`src/rtl/ctrl_pkg.sv`:
```
`default_nettype none
// +----------------------------------------------------------------------+
// | ctrl_pkg : opcode constants, enums and decode record for ctrl_pipe    |
// | Revision : 1.0                                                        |
// +----------------------------------------------------------------------+
package ctrl_pkg;

  localparam logic [6:0] OPC_OP     = 7'b0110011;
  localparam logic [6:0] OPC_OPIMM  = 7'b0010011;
  localparam logic [6:0] OPC_LUI    = 7'b0110111;
  localparam logic [6:0] OPC_JAL    = 7'b1101111;
  localparam logic [6:0] OPC_JALR   = 7'b1100111;
  localparam logic [6:0] OPC_BRANCH = 7'b1100011;
  localparam logic [6:0] OPC_SYSTEM = 7'b1110011;

  localparam logic [6:0] F7_BASE   = 7'b0000000;
  localparam logic [6:0] F7_ALT    = 7'b0100000;
  localparam logic [6:0] F7_MULDIV = 7'b0000001;

  localparam logic [1:0] PCSRC_SEQ  = 2'd0;
  localparam logic [1:0] PCSRC_JAL  = 2'd1;
  localparam logic [1:0] PCSRC_JALR = 2'd2;

  typedef enum logic [3:0] {
    ALU_AND   = 4'd0,
    ALU_OR    = 4'd1,
    ALU_XOR   = 4'd2,
    ALU_ADD   = 4'd3,
    ALU_SUB   = 4'd4,
    ALU_MUL   = 4'd5,
    ALU_MULH  = 4'd6,
    ALU_MULHU = 4'd7,
    ALU_SLL   = 4'd8,
    ALU_SRL   = 4'd9,
    ALU_SRA   = 4'd10,
    ALU_SLT   = 4'd12,
    ALU_SLTU  = 4'd13
  } aluop_e;

  // Write-back source select: CSR read data, immediate, ALU result, PC+4.
  typedef enum logic [2:0] {
    RS_CSR = 3'd0,
    RS_IMM = 3'd1,
    RS_ALU = 3'd2,
    RS_PC4 = 3'd3
  } regsel_e;

  typedef enum logic [1:0] {
    ST_RUN      = 2'd0,
    ST_MUL_BUSY = 2'd1,
    ST_FLUSH    = 2'd2
  } state_e;

  typedef struct packed {
    logic       alusrc;
    logic       regwrite;
    regsel_e    regsel;
    aluop_e     aluop;
    logic [1:0] pcsrc;
    logic       gpio_we;
    logic       br;
    logic       illegal;
  } ctrl_t;

  function automatic int max_int(input int a, input int b);
    return (a > b) ? a : b;
  endfunction

endpackage
`default_nettype wire

```
`src/rtl/ctrl_decode.sv`:
```
`default_nettype none
// +----------------------------------------------------------------------+
// | ctrl_decode : combinational instruction decode for ctrl_pipe          |
// | Revision    : 1.0                                                     |
// +----------------------------------------------------------------------+
module ctrl_decode
  import ctrl_pkg::*;
(
  input  logic [6:0] opcode_i,
  input  logic [2:0] funct3_i,
  input  logic [6:0] funct7_i,
  output ctrl_t      ctrl_o,
  output logic       is_mul_o,
  output logic       is_jump_o
);

  logic  legal;
  ctrl_t c;

  always_comb begin
    c         = '0;
    legal     = 1'b0;
    is_mul_o  = 1'b0;
    is_jump_o = 1'b0;
    case (opcode_i)
      OPC_OP: begin
        c.regwrite = 1'b1;
        c.regsel   = RS_ALU;
        if (funct7_i == F7_MULDIV) begin
          // Only mul/mulh/mulhu exist here; other M encodings fall to illegal.
          legal    = 1'b1;
          is_mul_o = 1'b1;
          case (funct3_i)
            3'b000:  c.aluop = ALU_MUL;
            3'b001:  c.aluop = ALU_MULH;
            3'b011:  c.aluop = ALU_MULHU;
            default: legal = 1'b0;
          endcase
        end else if (funct7_i == F7_BASE) begin
          legal = 1'b1;
          case (funct3_i)
            3'b000:  c.aluop = ALU_ADD;
            3'b001:  c.aluop = ALU_SLL;
            3'b010:  c.aluop = ALU_SLT;
            3'b011:  c.aluop = ALU_SLTU;
            3'b100:  c.aluop = ALU_XOR;
            3'b101:  c.aluop = ALU_SRL;
            3'b110:  c.aluop = ALU_OR;
            default: c.aluop = ALU_AND;
          endcase
        end else if (funct7_i == F7_ALT) begin
          case (funct3_i)
            3'b000: begin legal = 1'b1; c.aluop = ALU_SUB; end
            3'b101: begin legal = 1'b1; c.aluop = ALU_SRA; end
            default: legal = 1'b0;
          endcase
        end
      end
      OPC_OPIMM: begin
        c.alusrc   = 1'b1;
        c.regwrite = 1'b1;
        c.regsel   = RS_ALU;
        legal      = 1'b1;
        case (funct3_i)
          3'b000: c.aluop = ALU_ADD;
          3'b010: c.aluop = ALU_SLT;
          3'b011: c.aluop = ALU_SLTU;
          3'b100: c.aluop = ALU_XOR;
          3'b110: c.aluop = ALU_OR;
          3'b111: c.aluop = ALU_AND;
          3'b001: begin
            c.aluop = ALU_SLL;
            legal   = (funct7_i == F7_BASE);
          end
          default: begin
            legal = (funct7_i == F7_BASE) || (funct7_i == F7_ALT);
            if (funct7_i[5]) c.aluop = ALU_SRA;
            else             c.aluop = ALU_SRL;
          end
        endcase
      end
      OPC_LUI: begin
        legal      = 1'b1;
        c.regwrite = 1'b1;
        c.regsel   = RS_IMM;
      end
      OPC_JAL: begin
        legal      = 1'b1;
        is_jump_o  = 1'b1;
        c.regwrite = 1'b1;
        c.regsel   = RS_PC4;
        c.pcsrc    = PCSRC_JAL;
      end
      OPC_JALR: begin
        // Target is rs1 + imm, so the ALU adds with the immediate operand.
        legal      = (funct3_i == 3'b000);
        is_jump_o  = 1'b1;
        c.regwrite = 1'b1;
        c.regsel   = RS_PC4;
        c.pcsrc    = PCSRC_JALR;
        c.alusrc   = 1'b1;
        c.aluop    = ALU_ADD;
      end
      OPC_BRANCH: begin
        legal   = (funct3_i != 3'b010) && (funct3_i != 3'b011);
        c.br    = 1'b1;
        c.aluop = ALU_SUB;
      end
      OPC_SYSTEM: begin
        legal      = (funct3_i == 3'b001);
        c.gpio_we  = 1'b1;
        c.regwrite = 1'b1;
        c.regsel   = RS_CSR;
      end
      default: legal = 1'b0;
    endcase
    if (!legal) begin
      c         = '0;
      c.illegal = 1'b1;
      is_mul_o  = 1'b0;
      is_jump_o = 1'b0;
    end
  end

  assign ctrl_o = c;

endmodule
`default_nettype wire

```
`src/rtl/ctrl_pipe.sv`:
```
`default_nettype none
// +----------------------------------------------------------------------+
// | ctrl_pipe : registered control decode with multiply stall and flush   |
// | Revision  : 1.0                                                       |
// +----------------------------------------------------------------------+
module ctrl_pipe
  import ctrl_pkg::*;
#(
  parameter int FLUSH_CYCLES = 2,
  parameter int MUL_CYCLES   = 3,
  parameter int ALUOP_W      = 4
) (
  input  logic               clk,
  input  logic               rst,
  input  logic               in_valid,
  output logic               in_ready,
  input  logic [6:0]         opcode,
  input  logic [2:0]         funct3,
  input  logic [6:0]         funct7,
  input  logic [11:0]        csr,
  input  logic               br_taken,
  output logic               out_valid,
  output logic               alusrc,
  output logic               regwrite,
  output logic [2:0]         regsel,
  output logic [ALUOP_W-1:0] aluop,
  output logic [1:0]         pcsrc,
  output logic               gpio_we,
  output logic               br,
  output logic               illegal,
  output logic               stall_fetch
);

  localparam int CNT_MAX = max_int(FLUSH_CYCLES, MUL_CYCLES);
  localparam int CNT_W   = $clog2(CNT_MAX + 1);

  state_e           state_q, state_d;
  logic [CNT_W-1:0] cnt_q, cnt_d;
  ctrl_t            hold_q, hold_d;
  ctrl_t            out_q, out_d;
  logic             out_valid_q, out_valid_d;

  ctrl_t dec_ctrl;
  logic  dec_is_mul;
  logic  dec_is_jump;
  logic  accept;
  logic  unused_csr;

  assign unused_csr = ^csr;

  ctrl_decode u_decode (
    .opcode_i  (opcode),
    .funct3_i  (funct3),
    .funct7_i  (funct7),
    .ctrl_o    (dec_ctrl),
    .is_mul_o  (dec_is_mul),
    .is_jump_o (dec_is_jump)
  );

  assign accept = in_valid && (state_q != ST_MUL_BUSY);

  always_comb begin
    state_d     = state_q;
    cnt_d       = cnt_q;
    hold_d      = hold_q;
    out_valid_d = 1'b0;
    out_d       = '0;
    case (state_q)
      ST_RUN: begin
        if (br_taken) begin
          // A resolved branch squashes whatever is being offered this cycle.
          state_d = ST_FLUSH;
          cnt_d   = CNT_W'(FLUSH_CYCLES);
        end else if (accept) begin
          if (dec_is_mul) begin
            state_d = ST_MUL_BUSY;
            cnt_d   = CNT_W'(MUL_CYCLES - 1);
            hold_d  = dec_ctrl;
          end else begin
            out_valid_d = 1'b1;
            out_d       = dec_ctrl;
            if (dec_is_jump) begin
              state_d = ST_FLUSH;
              cnt_d   = CNT_W'(FLUSH_CYCLES);
            end
          end
        end
      end
      ST_MUL_BUSY: begin
        if (br_taken) begin
          state_d = ST_FLUSH;
          cnt_d   = CNT_W'(FLUSH_CYCLES);
        end else if (cnt_q <= CNT_W'(1)) begin
          state_d     = ST_RUN;
          cnt_d       = '0;
          out_valid_d = 1'b1;
          out_d       = hold_q;
        end else begin
          cnt_d = cnt_q - CNT_W'(1);
        end
      end
      ST_FLUSH: begin
        if (br_taken) begin
          cnt_d = CNT_W'(FLUSH_CYCLES);
        end else if (cnt_q <= CNT_W'(1)) begin
          state_d = ST_RUN;
          cnt_d   = '0;
        end else begin
          cnt_d = cnt_q - CNT_W'(1);
        end
      end
      default: begin
        state_d = ST_RUN;
        cnt_d   = '0;
      end
    endcase
  end

  always_ff @(posedge clk) begin
    if (rst) begin
      state_q     <= ST_RUN;
      cnt_q       <= '0;
      hold_q      <= '0;
      out_q       <= '0;
      out_valid_q <= 1'b0;
    end else begin
      state_q     <= state_d;
      cnt_q       <= cnt_d;
      hold_q      <= hold_d;
      out_q       <= out_d;
      out_valid_q <= out_valid_d;
    end
  end

  // Gated by rst so the handshake is closed for the whole reset window.
  assign in_ready    = !rst && (state_q != ST_MUL_BUSY);
  assign stall_fetch = (state_q != ST_RUN);

  assign out_valid = out_valid_q;
  assign alusrc    = out_q.alusrc;
  assign regwrite  = out_q.regwrite;
  assign regsel    = out_q.regsel;
  assign aluop     = ALUOP_W'(out_q.aluop);
  assign pcsrc     = out_q.pcsrc;
  assign gpio_we   = out_q.gpio_we;
  assign br        = out_q.br;
  assign illegal   = out_q.illegal;

endmodule
`default_nettype wire

```
`config.mk`:
```
export PLATFORM = sky130hd
export DESIGN_NAME = ctrl_pipe
export DESIGN_NICKNAME = d
export VERILOG_FILES = /design/src/rtl/ctrl_pkg.sv /design/src/rtl/ctrl_decode.sv /design/src/rtl/ctrl_pipe.sv
export SDC_FILE = /design/constraint.sdc
export NUM_CORES = 1
export LEC_CHECK = 0
export CORE_MARGIN = 3
export CORE_UTILIZATION = 52
export DETAILED_ROUTE_END_ITERATION = 16
export PLACE_DENSITY = 0.94
export SLEW_MARGIN = 20
export SYNTH_ARGS = -nofsm -noshare
export SYNTH_HDL_FRONTEND = slang
export SYNTH_SLANG_ARGS = --single-unit
```
`constraint.sdc`:
```
create_clock -name clk -period 3.95 [get_ports clk]
set_clock_uncertainty 0.1 [all_clocks]
set_input_delay 0.9875 -clock clk [delete_from_list [all_inputs] [get_ports clk]]
set_output_delay 0.9875 -clock clk [all_outputs]
set_load 0.05 [all_outputs]
```
; Word level (Yosys, flattened, before mapping)
; Cells that the tools add are included.
[totals]
latchBits = 0
wordCells = 119
out_inout_bits = 17
n_memories = 0
mem_bits_ro = 0
ram_bits = 0
regBits = 33
[classes]
addsub = 1
n_bitwise = 1
magnitude_cmp = 1
n_mux = 53
n_shift = 0
div = 0
n_reduce_logical = 20
n_mul = 0
n_eq_ne = 24
[ops]
columns = op, n
row1 = $mux 14, 6
row2 = $pmux 4 s7, 2
row3 = $pmux 4 s4, 2
row4 = $eq 7x7->1 const B, 4
row5 = $pmux 14 s2, 1
row6 = $mux 2, 13
row7 = $eq 7x6->1 const B, 3
row8 = $mux 1, 18
row9 = $eq 3x3->1 const B, 4
row10 = $mux 4, 3
row11 = $reduce_or 2->1, 6
row12 = $pmux 3 s3, 1
row13 = $pmux 2 s2, 2
row14 = $pmux 4 s2, 1
row15 = $eq 7x1->1 const B, 1
row16 = $eq 7x5->1 const B, 1
row17 = $logic_not 7->1, 1
row18 = $eq 3x2->1 const B, 2
row19 = $ne 3x2->1 const B, 2
row20 = $pmux 1 s6, 1
row21 = $pmux 2 s3, 1
row22 = $reduce_or 6->1, 1
row23 = $ne 4x4->1 const B, 1
row24 = $pmux 1 s2, 2
row25 = other kinds (19), 21

; Longest topological paths before layout
; Gate-level depths: netlist of run 1.
[depth]
word_depth = 13
ltp_mapped = 8
mapped_depth_nobuf = 7

; Hierarchy
; A second synthesis of run 1 with hierarchy kept.
[unflattened]
hier_cells = 248
area_unflattened_um2 = 1980.6
[modules_own_cells]
columns = mod, area_each_um2, seq_area_each_um2, instances, cells_per_inst
row1 = ctrl_pipe, 1355.0, 660.6, 1, 155
row2 = ctrl_decode, 625.6, 0.0, 1, 93

; Worst setup path before layout of run 1
; Ideal clock, no wire load.
[synth_timing]
path_type = input -> output
start = in rst
end = out in_ready
n_path_buf = 1
setup_slack_ps = 1034
t_arrival_ps = 1829
t_required_ps = 2863
stages = 2
cell_sequence = clkbuf_1 nor2_1
[synth_between]
elab_chain_cells = 2
[synth_rtl]
columns = item, line_no
row1 = from (decl), ctrl_pipe.sv:14  ; input logic rst,
row2 = $logic_not 1->1, ctrl_pipe.sv:136  ; assign in_ready = !rst && (state_q != ST_MUL_BUSY);
row3 = $logic_and 1x1->1, ctrl_pipe.sv:136
row4 = to (decl), ctrl_pipe.sv:16  ; output logic in_ready,
; Every way passes these cells.

; Worst setup path in the final report of run 1
[layout_timing]
start = in opcode[5]
end = reg state_q[1]
[layout_between]
elab_chain_cells = 8
word_cells_on_any_way = 20
cone_classes = eq/ne: 8 / mux: 9 / reduce/logical: 3
[layout_rtl]
columns = item, line_no
row1 = from (decl), ctrl_pipe.sv:17  ; input logic [6:0] opcode,
row2 = $eq 7x6->1 or $eq 7x7->1 (tied branches), ctrl_decode.sv:25  ; case (opcode_i)
row3 = $reduce_or 2->1 (no source line), n/a
row4 = $pmux 1 s6, ctrl_decode.sv:25
row5 = $mux 1, ctrl_decode.sv:117  ; if (!legal) begin
row6 = $mux 2, ctrl_pipe.sv:75  ; if (dec_is_mul) begin
row7 = $mux 2, ctrl_pipe.sv:74  ; end else if (accept) begin
row8 = $mux 2, ctrl_pipe.sv:70  ; if (br_taken) begin
row9 = $pmux 2 s3, ctrl_pipe.sv:68  ; case (state_q)
row10 = to (signal assigned), ctrl_pipe.sv:127  ; state_q <= state_d;
row11 = to (decl), ctrl_pipe.sv:37  ; state_e state_q, state_d;
; Several ways; a longest one is shown, not always the timed one. The select of a mux whose other input is x is not followed.
; A chain may end at the register's enable or synchronous reset.

==> qor.yml, run 1 <==
status: "finished, final reports clean"
cts-resized-gates: 0
rsz0062_at_grt: "no"
p_clk_share_pct: 25.2
period_minus_slack_ns: 3.27
p_comb_share_pct: 33.7
port_buffers: 36
ant_nets: 0
fmax_mhz: 306
synth_top_cell_area_share_pct: 33.1
ios: 50
switchingPower_mw: 0.292
p_seq_share_pct: 41.1
routabilityCongestion: 0.905
clock_latency_ns: 0.33
ys_seq_elements: 31
synth_fp_nets: 252
synthFlopType: "dfxtp_1"
syn_to_final_growth_pct: 24.8
fin_area_mm2: 0.00234
syn_area_mm2: 0.00187
drv_slew: 0
drt-total-wl_mm: 4.48
finalSetupTns_ns: 0
synth_edf_count: 0
crit_required_ns: 4.08
placed_area_mm2: 0.00227
grt_pass1_vias: 1648
finalSetupViolCount: 0
grt_first_pass_wirelength_mm: 7.64
cts_tree: "yes"
ys_top_cells_by_area: "dfxtp_1 33%, a21oi_1 4.3%, o21ai_0 3.5%, inv_1 3.4%, a22o_1 3.3%"
min-delay-path-class: "reg2reg"
vias: 1791
drtIter0Drc: 175
path_clk_slew_ns: 0.10
finalHoldViolCount: 0
numCtsBuffers: 5
ys_types: 61
firstDrtPassIters: 8
avgSynthCellArea_um2: 8.72
cts.htree.levels: 2
fill_cells: 273
antenna_cells: 0
wl_per_cell_um: 14.9
synth_cells: 215
dp_hpwl_mm: 3.39
die_h_um: 66.0
root_buffer: "clkbuf_4"
irDropWorstVdd_uv: 174
maxSlewHeadroom_pct: 51.6
clockBufferDepth: 2
power_density_mw_per_mm2: 357
numClockSinks: 31
timing.final.crit_share_pct: 82.7
rows: 21
grt_max_degree: 14
p_int_mw: 0.542
fin_nets: 290
die-area_mm2: 0.00436
cap_violations: 0
synthArstFlopShare_pct: 0
routed_via_density: 5.97
layout-drive-gt1-share_pct: 13.4
synth_largest_area_cell: "dfxtp_1"
critical_path_class: "in2reg"
cts_hold_buffers: 0
postLayoutCoreUtil_pct: 68.5
p_leak_nw: 0.863
overflow: 0
whs_ns: 0.365
cp.arrival_ns: 3.40
startpoint_type: "input pin"
worst_pin_slew_ns: 0.719
cts_setup_buffers: 0
end_kind: "flip-flop"
ys_warn_count: 0
design.core.area_mm2: 0.00342
cp_max_fo: 7
initial_core_util_pct: 54.9
die_x_um: 66.0
drc: 0
grt_use_total_pct: 22.5
antenna_found_initial: 0
swShare_pct: 35.0
ys_seq_area_share_pct: 33.1
power by group through the flow:
stage,Combinational (mW),Clock [mW],Sequential (mW)
6_report,0.281,0.210,0.343
5_1_grt,0.308,0.230,0.345
4_1_cts,0.276,0.212,0.342
2_1_floorplan,0.181,0,0.357
3_5_place_dp,0.275,0,0.349
3_3_place_gp,0.265,0,0.348
registers in the layout (all words and copies together), names as in the netlist:
name	cells
aluop	4
alusrc	1
br	1
cnt_q	2
gpio_we	1
hold_q	13
illegal	1
out_valid	1
pcsrc	2
regsel	2
regwrite	1
state_q	2
critical path, cell delays in order:
cell and delay (ns):
clkdlybuf4s50_1 0.68, nor4b_4 0.32, nand4_1 0.25, a21oi_1 0.38, o31a_2 0.25, a2bb2oi_2 0.18
mux2_2 0.34
cell families after synthesis:
| logic type | count (synthesis) | synth area share, % |
|---|---|---|
| muxes | 1 | 0.601 |
| and+or+nand+nor | 84 | 29.1 |
| AOI/OAI and AO/OA | 64 | 26.4 |
| buffers and inverters | 28 | 6.88 |
| DFF | 31 | 33.1 |
| xor gates and xnor gates | 1 | 0.467 |
| other | 1 | 0.200 |
| adders and majority gates | 5 | 3.20 |
cell type report:
class | instances | area [µm²] | share of cell area (%)
clock buffers | 8 | 68.8 | 2.94
well taps | 46 | 57.6 | 2.46
inverters | 17 | 63.8 | 2.73
repair buffers | 42 | 403 | 17.2
multi-input cells | 156 | 1120 | 48.1
flip-flops and latches | 31 | 621 | 26.5
cells in the final DEF (no fill, tap or decap), types with 8 or more instances in the layout:
cell,count
clkdlybuf4s50_1,35
dfxtp_1,31
inv_1,17
a21oi_1,16
nor2_1,15
nand2_1,14
o21ai_0,13
and2_1,9
nand3_1,8
stage by stage:
step | setup WS, ns | instances | total power [mW]
floorplan | 1.03 | 215 | 0.537
global placement | 0.470 | 292 | 0.614
detailed placement | 0.383 | 292 | 0.624
CTS | 0.723 | 300 | 0.831
global route | 0.599 | 300 | 0.882
finish | 0.684 | 300 | 0.834
cell usage after synthesis (all sizes together) (2+ instances only):
cell	instances
nor3	6
a21oi	16
o31ai	4
a22o	8
dfxtp	31
nand2b	7
nand2	14
clkbuf	6
a32o	4
or3	3
nand3b	2
nand4	3
and2	9
or4	2
a32oi	2
o21ai	13
buf	5
inv	17
ha	4
nor4	3
o32ai	2
a41oi	2
a31oi	2
nor4b	3
nand3	8
nor2	15
worst paths after layout:
kind | start | to | slack, ns | depth (start not counted)
setup / recovery | opcode[5] | state_q[1] | 0.68 | 7
hold / removal | hold_q[7] | hold_q[7] | 0.36 | 2
setup reg to reg | state_q[1] | state_q[1] | 1.77 | 7
hold reg to reg | hold_q[7] | hold_q[7] | 0.36 | 2
routing by layer:
metal	GRT usage (%)	part of all wire [%]	up-vias	wire length (µm)
li1	-	-	876	-
met1	29.3	42	805	1870
met2	36.5	49	100	2180
met3	4.76	7.8	10	351
met4	8.12	1.8	0	80
met5	0	0	-	0
Note: power is estimated with default switching activity, not from simulation.
==> run 2, diff against run 1 <==
--- a/config.mk
+++ b/config.mk
@@ -6,9 +6,9 @@
 export NUM_CORES = 1
 export LEC_CHECK = 0
 export CORE_MARGIN = 3
-export CORE_UTILIZATION = 52
+export CORE_UTILIZATION = 48
 export DETAILED_ROUTE_END_ITERATION = 16
-export PLACE_DENSITY = 0.94
+export PLACE_DENSITY = 0.88
 export SLEW_MARGIN = 20
 export SYNTH_ARGS = -nofsm -noshare
 export SYNTH_HDL_FRONTEND = slang
==> constraint.sdc (replaced) <==
create_clock -name clk -period 3.4 [get_ports clk]
set_clock_uncertainty 0.1 [all_clocks]
set_input_delay 0.85 -clock clk [delete_from_list [all_inputs] [get_ports clk]]
set_output_delay 0.85 -clock clk [all_outputs]
set_load 0.05 [all_outputs]
==> run 2 against run 1 <==
Count of clock-buffer cells in the layout fell by 2. Via count rose by 3.6%. Clock power up 38%. Routed wire length grew 5.3%. Setup slack lost 0.26 ns. Critical path depth is the same. Non-clock buffer count increased by 8. Combinational power up 18%. Flip-flop and latch count is the same. Register-to-register slack got worse by 0.64 ns. Final area grew 4.5%. Critical path type unchanged. Largest power group unchanged.
==> qor.yml, run 2 (same netlist as run 1, synthesis figures left out) <==
regMostFlops: "hold_q"
drt-total-wl_mm: 4.72
period_minus_slack_ns: 2.98
die_x_um: 68.5
crit_required_ns: 3.47
antenna_cells: 0
drv_slew: 0
status: "finished, final reports clean"
cp_cell_sequence: "clkdlybuf4s50_1 > nand2b_1 > o41a_1 > o32ai_2 > or3_1 > a41oi_1 > mux2_2"
die_h_um: 68.5
rsz0062_at_grt: "no"
finalSetupTns_ns: 0
timing.final.crit_share_pct: 87.6
power_density_mw_per_mm2: 418
critical_path.max_stage_delay_ns: 0.62
fill_cells: 284
cts_tree: "yes"
initial_core_util_pct: 50.4
placed_area_mm2: 0.00236
grt_use_total_pct: 21.8
syn_to_final_growth_pct: 30.4
fin_nets: 298
cp_top_family: "compound AO/OA/AOI/OAI gates"
cp_num_buf_inv: 1
cts_hold_buffers: 0
cp.arrival_ns: 3.05
rows: 22
cp_max_fo: 7
fin_area_mm2: 0.00244
drtIter0Drc: 177
die-area_mm2: 0.00469
cts.htree.levels: 2
reg2reg_from: "state_q[1]"
wl_per_cell_um: 15.3
clockBufferDepth: 2
clock_latency_ns: 0.28
dp_hpwl_mm: 3.54
layout-drive-gt1-share_pct: 16.1
final_cell_mix: "35 x clkdlybuf4s50_1, 31 x dfxtp_1, 17 x inv_1"
firstDrtPassIters: 4
overflow: 0
cts-resized-gates: 0
port_buffers: 36
grt_pass1_vias: 1701
p_leak_nw: 0.916
path_clk_slew_ns: 0.06
root_buffer: "clkbuf_8"
startpoint: "opcode[6]"
largest_reg_flops: 13
worst_pin_slew_ns: 0.898
ios: 50
maxSlewHeadroom_pct: 39.9
grt_first_pass_wirelength_mm: 7.73
irDropWorstVdd_uv: 162
grt_max_degree: 13
finalHoldViolCount: 0
antenna_found_initial: 0
design.core.area_mm2: 0.00372
routed_via_density: 6.00
startpoint_type: "input pin"
numCtsBuffers: 5
end_kind: "flip-flop"
drc: 0
whs_path_depth: 2
min-delay-start: "hold_q[12]"
routabilityCongestion: 0.924
mostFrequentLayoutCell: "clkdlybuf4s50_1"
cap_violations: 0
min-delay-path-class: "reg2reg"
numClockSinks: 31
cts_setup_buffers: 0
ant_nets: 0
vias: 1855
fmax_mhz: 336
crit_cells: 7
slowest_stage: "clkdlybuf4s50_1"
finalSetupViolCount: 0
worst_r2r_path_depth: 5
critical_path_class: "in2reg"
[run 2: cell types whose count changed in the layout (fill, tap and decap cells not counted)]
| cell | before | now |
|---|---|---|
| buf_12 | 0 | 2 |
| clkbuf_1 | 1 | 0 |
| clkbuf_4 | 5 | 0 |
| buf_4 | 7 | 13 |
| clkbuf_8 | 2 | 6 |
| clkinv_2 | 0 | 1 |
[run 2: per-stage QoR]
| step | power (mW) | instances | hold slack, ns | util [%] | worst slack, ns |
|---|---|---|---|---|---|
| floorplan | 0.624 | 215 | 0.325 | - | 0.703 |
| global placement | 0.723 | 302 | 0.335 | 63.4 | 0.183 |
| detailed placement | 0.732 | 302 | 0.346 | 63.4 | 0.153 |
| CTS | 1.02 | 309 | 0.356 | 65.8 | 0.447 |
| global route | 1.07 | 309 | 0.375 | 65.8 | 0.284 |
| finish | 1.02 | 309 | 0.354 | 65.8 | 0.420 |
[run 2: per-layer routing]
layer | part of all wire, % | GRT usage, % | up-vias
li1 | - | - | 881
met5 | 0 | 0 | -
met2 | 49 | 34.3 | 87
met3 | 6.4 | 4.38 | 10
met4 | 2.2 | 10.4 | 0
met1 | 43 | 28.2 | 877
[run 2: layout make-up]
class                      count  area (µm²)  area share (%)
multi-input combinational    156        1120            46.0
sequential                    31         621            25.4
timing repair buffer          50         488            20.0
clock buffer                   6        82.6            3.38
inverter                      17        63.8            2.61
tap                           48        60.1            2.46
clock inverter                 1        5.00           0.205
[run 2: path summary, 6_finish.rpt]
check | slack (ns) | to
max | 0.42 | state_q[1]
min | 0.35 | hold_q[12]
max reg2reg | 1.13 | aluop[0]
min reg2reg | 0.35 | hold_q[12]
[run 2: worst reg2reg max path: cells and delay by family, from the launching register on]
kind / cells / cell delay (ns)
adders and majority gates: 1 / 0.30
buffers and inverters: 1 / 0.11
and+or+nand+nor: 1 / 0.78
DFF: 1 / 0.34
AOI/OAI and AO/OA: 2 / 0.58
[run 2: where the power goes]
part           switching (mW)  internal [mW]  leakage [nW]  total (mW)
Clock                   0.132          0.158        0.0470       0.290
Combinational           0.197          0.135         0.619       0.332
Sequential             0.0176          0.382         0.250       0.399
